--- src/rtl/sw_debounce_pkg.sv ---
// sw_debounce_pkg
//   Shared constants for the switch input stage.
//   DEFAULT_WIDTH          : number of board slide switches.
//   DEFAULT_STABLE_CYCLES  : hold time before a new switch vector is accepted
//                            (10 ms at a 100 MHz board clock).
//   MIN_STABLE_CYCLES      : smallest legal hold time.
package sw_debounce_pkg;

  localparam int DEFAULT_WIDTH         = 8;
  localparam int DEFAULT_STABLE_CYCLES = 1000000;
  localparam int MIN_STABLE_CYCLES     = 2;

endpackage : sw_debounce_pkg

--- src/rtl/sw_debounce_sync_2ff.sv ---
// sync_2ff
//   Two-flop synchroniser for a vector of asynchronous inputs. No logic sits
//   between the flops so the first stage has a full cycle to resolve.
//   Ports:
//     clock : board clock
//     reset : synchronous, active-high; clears both stages
//     d     : asynchronous input levels (WIDTH bits)
//     q     : synchronised levels, two clocks behind d
module sync_2ff #(
  parameter int WIDTH = 1
) (
  input  logic             clock,
  input  logic             reset,
  input  logic [WIDTH-1:0] d,
  output logic [WIDTH-1:0] q
);

  logic [WIDTH-1:0] meta;

  always_ff @(posedge clock) begin
    if (reset) begin
      meta <= '0;
      q    <= '0;
    end else begin
      meta <= d;
      q    <= meta;
    end
  end

endmodule : sync_2ff

--- src/rtl/sw_debounce.sv ---
// sw_debounce
//   Synchronises and debounces the board slide switches as one vector before
//   they feed the display datapath. A new vector is accepted only after the
//   synchronised value has held unchanged for STABLE_CYCLES clocks; any bit
//   change restarts the count for the whole vector.
//   Ports:
//     clock   : 100 MHz board clock
//     reset   : synchronous, active-high (btnC)
//     sw_in   : raw asynchronous switch levels
//     sw_out  : debounced, registered switch vector
//     changed : one-cycle pulse in the cycle sw_out takes a new value
//     busy    : registered; high while a candidate differs from sw_out or the
//               synchronised input differs from the candidate
module sw_debounce
  import sw_debounce_pkg::*;
#(
  parameter int WIDTH         = DEFAULT_WIDTH,
  parameter int STABLE_CYCLES = DEFAULT_STABLE_CYCLES
) (
  input  logic             clock,
  input  logic             reset,
  input  logic [WIDTH-1:0] sw_in,
  output logic [WIDTH-1:0] sw_out,
  output logic             changed,
  output logic             busy
);

  localparam int              CNT_W   = $clog2(STABLE_CYCLES);
  localparam logic [CNT_W-1:0] CNT_MAX = CNT_W'(STABLE_CYCLES - 1);

  logic [WIDTH-1:0] sync2;
  logic [WIDTH-1:0] cand;
  logic [CNT_W-1:0] cnt;

  sync_2ff #(
    .WIDTH(WIDTH)
  ) u_sync (
    .clock(clock),
    .reset(reset),
    .d    (sw_in),
    .q    (sync2)
  );

  // Stability tracker. A fresh synchronised value becomes the candidate and
  // restarts the count; once the count saturates the candidate is committed.
  // The counter holds at CNT_MAX rather than wrapping, so a long-stable input
  // never re-triggers anything.
  always_ff @(posedge clock) begin
    if (reset) begin
      cand    <= '0;
      cnt     <= '0;
      sw_out  <= '0;
      changed <= 1'b0;
      busy    <= 1'b0;
    end else begin
      changed <= 1'b0;
      busy    <= (cand != sw_out) || (sync2 != cand);
      if (sync2 != cand) begin
        cand <= sync2;
        cnt  <= '0;
      end else if (cnt == CNT_MAX) begin
        // Settling back to the current output completes the count silently.
        if (sw_out != cand) begin
          sw_out  <= cand;
          changed <= 1'b1;
        end
      end else begin
        cnt <= cnt + CNT_W'(1);
      end
    end
  end

endmodule : sw_debounce

--- config.mk ---
export PLATFORM = sky130hd
export DESIGN_NAME = sw_debounce
export DESIGN_NICKNAME = d
export VERILOG_FILES = /design/src/rtl/sw_debounce_pkg.sv /design/src/rtl/sw_debounce_sync_2ff.sv /design/src/rtl/sw_debounce.sv
export SDC_FILE = /design/constraint.sdc
export NUM_CORES = 1
export LEC_CHECK = 0
export BUFFER_PORTS_ARGS = -buffer_cell sky130_fd_sc_hd__buf_2
export CAP_MARGIN = 20
export CORE_ASPECT_RATIO = 0.6
export CORE_MARGIN = 10
export CORE_UTILIZATION = 60
export CTS_CLUSTER_SIZE = 20
export DETAILED_ROUTE_END_ITERATION = 8
export GPL_ROUTABILITY_DRIVEN = 0
export HOLD_SLACK_MARGIN = 0.08
export PLACE_DENSITY = 0.8
export SYNTH_ARGS = -nofsm -noshare
export SYNTH_HDL_FRONTEND = slang
export SYNTH_HIERARCHICAL = 1
export SYNTH_SLANG_ARGS = --single-unit
--- constraint.sdc ---
create_clock -name clock -period 3.7 [get_ports clock]
set_clock_uncertainty 0.2 [all_clocks]
set_input_delay 0.74 -clock clock [delete_from_list [all_inputs] [get_ports clock]]
set_output_delay 0.74 -clock clock [all_outputs]
set_load 0.005 [all_outputs]
==> results.json <==
{
  "cts_root_buf": "clkbuf_8",
  "place_inst": 282,
  "worstSetupEndpointType": "register",
  "fillers": 257,
  "nNetsFinal": 255,
  "ys.warnings.count": 6,
  "cp_data_required_time_ns": 3.69,
  "dieHeight_microns": 66.8,
  "cp_num_buf_inv": 0,
  "drive_gt1_share_pct": 18.8,
  "leakage_uw": 0.000912,
  "max-slew-margin-rel_pct": 51.9,
  "syn_area_sq_um": 2190,
  "layout_commonest_cell": "dfxtp_1",
  "slew_violations": 0,
  "worstPathCellList": "ha_1 > nand3_1 > or4_1 > o21ai_1 > a21oi_1",
  "clock_latency_ns": 0.32,
  "synthesis.nets": 236,
  "status": "finished, final reports clean",
  "crit_arrival_ns": 2.40,
  "die_x_microns": 98.1,
  "synth_seq_cells": 54,
  "drt_iter0_markers": 77,
  "rows": 16,
  "rsz0062_at_grt": "false",
  "grt_max_degree": 35,
  "drc_errors": 0,
  "hold_viol": 0,
  "critPathTopFamily": "simple AND/OR/NAND/NOR gates",
  "initial_core_util_pct": 64.9,
  "setup_ws_ns": 1.29,
  "cp_slowest_cell": "or4_1",
  "via_count": 1528,
  "grt_usage_pct": 12.9,
  "worstMarginPinSlew_ns": 0.715,
  "io_pins": 20,
  "vias_per_cell": 5.27,
  "dp_hpwl_microns": 2880,
  "die_area_sq_um": 6560,
  "setup_viol": 0,
  "postCtsSetupRepairBufs": 0,
  "cts_made_buffers": 5,
  "finalSetupTns_ns": 0,
  "clk_pin_slew_worst_paths_ns": 0.09,
  "core_area_sq_um": 3380,
  "hold_buffers": 0,
  "holdWs_ns": 0.248,
  "yosysTopAreaCell": "dfxtp_1",
  "yosys.area.top_type_share_pct": 49.3,
  "syn_area_per_cell_sq_um": 9.75,
  "mostFrequentLayoutCells": "dfxtp_1, nor2_1, xor2_1, buf_2, nand3_1",
  "grt_pass1_vias": 1388,
  "clk_path_buf_depth": 2,
  "post-place-ws_ns": 1.34,
  "clock_sinks": 54,
  "yosysSeqAreaShare_pct": 49.3,
  "firstDrtPassIters": 4,
  "p_per_area_nw_per_um2": 412,
  "critical_path_class": "register to register",
  "diodes": 0,
  "ys_top_cells_by_area": "dfxtp_1, xor2_1, nor2_1",
  "syn_inst": 225,
  "cts_tree": "yes",
  "syn_to_final_growth_pct": 9.69,
  "h-tree-depth": 2,
  "cp_max_fo": 11,
  "io_buffers": 19,
  "max_stage_delay_ns": 0.75,
  "final.min_clock_period_ns": 2.41,
  "grt-ovfl-total": 0,
  "maxCapViolations": 0,
  "grt_pass1_wl_microns": 6790,
  "ir_drop_uv": 277,
  "cp-start-kind": "register",
  "synth_cell_types": 31,
  "stdcell_count": 290,
  "hp-class": "register to register",
  "drt_wl_total_microns": 3970,
  "routedWlPerCell_microns": 13.7,
  "fmax_mhz": 415,
  "antenna_found_initial": 0,
  "detail-route-antenna-nets": 0,
  "cts_resized": 0,
  "post-route-period-util_pct": 65.1
}
[synthesized netlist by cell type]
master     count
nor4b_4        1
mux2i_1        1
or3_1          4
nand4_4        1
or4_1          1
ha_1           1
and2_1         2
clkbuf_1       5
nor2b_2        7
and4b_1        1
nor2_1        25
dfxtp_1       54
nand3_1       16
and2b_2        6
and3_2         1
xnor2_1       10
nand4_1        7
nor4_1         3
buf_2          2
and3_1         2
nor2b_1       11
o2111ai_1      2
o21ai_1        8
a31oi_1        1
o21ai_0        1
a21oi_1       10
nor3_1         5
xor2_1        22
nor4_4         2
buf_6          1
nand2_1       12
[metrics by stage]
| stage | util [%] | instance area [sq um] | power, uW |
|---|---|---|---|
| 2_1_floorplan | - | 2190 | 655 |
| 3_3_place_gp | 68.4 | 2310 | 668 |
| 3_5_place_dp | 68.4 | 2310 | 670 |
| 4_1_cts | 71.2 | 2410 | 1000 |
| 5_1_grt | 71.2 | 2410 | 1030 |
| 6_report | 71.2 | 2410 | 993 |
[worst reg2reg max path: stages (launching register included)]
cell and delay [ns]:
dfxtp_1 0.42, ha_1 0.28, nand3_1 0.35, or4_1 0.75, o21ai_1 0.19, a21oi_1 0.09
[per-layer routing]
metal  up-vias  GRT usage, %  part of all wire [%]  wire length (microns)
met2        42          15.8                    36                   1420
met1       674          18.0                    54                   2140
li1        804             -                     -                      -
met5         -             0                     0                      0
met4         0          7.04                   1.9                     74
met3         8          5.25                   8.3                    329
[registers in the layout, summed over array words and instances (netlist names)]
register     flops
cnt             20
u_sync/meta      8
cand             8
changed          1
sw_out           8
busy             1
u_sync/q         8
[logic make-up (layout without fill, tap and decap cells)]
logic type | count (synthesis) | in the layout | synth area share [%]
adders and majority gates | 1 | 1 | 0.570
buffers and inverters | 8 | 28 | 1.82
AOI/OAI and AO/OA | 22 | 22 | 5.42
DFF | 54 | 54 | 49.3
xor gates and xnor gates | 32 | 32 | 12.8
and+or+nand+nor | 107 | 107 | 29.7
muxes | 1 | 1 | 0.456
[report_power, final]
group	switching (uW)	total, uW	internal (uW)
sequential	8.16	602	594
combinational	32.2	54.5	22.3
clock	200	336	137
[layout make-up]
class	count	area, sq um	share of cell area (%)
flip-flops and latches	54	1080	44.9
multi-input cells	163	1070	44.6
repair buffers	20	103	4.26
clock buffers	5	68.8	2.86
well taps	45	56.3	2.34
clock inverters	3	25.0	1.04
[path summary, 6_finish.rpt]
path	from	to	slack, ns	depth (start not counted)
worst max-delay path	cnt[0]$_SDFFE_PP0P_	sw_out[7]$_SDFFE_PP0P_	1.29	5
worst min-delay path	u_sync/meta[6]$_SDFF_PP0_	u_sync/q[6]$_SDFF_PP0_	0.25	1
worst max register to register	cnt[0]$_SDFFE_PP0P_	sw_out[7]$_SDFFE_PP0P_	1.29	5
worst min register to register	u_sync/meta[6]$_SDFF_PP0_	u_sync/q[6]$_SDFF_PP0_	0.25	1
Power figures use the tool's default switching activity.
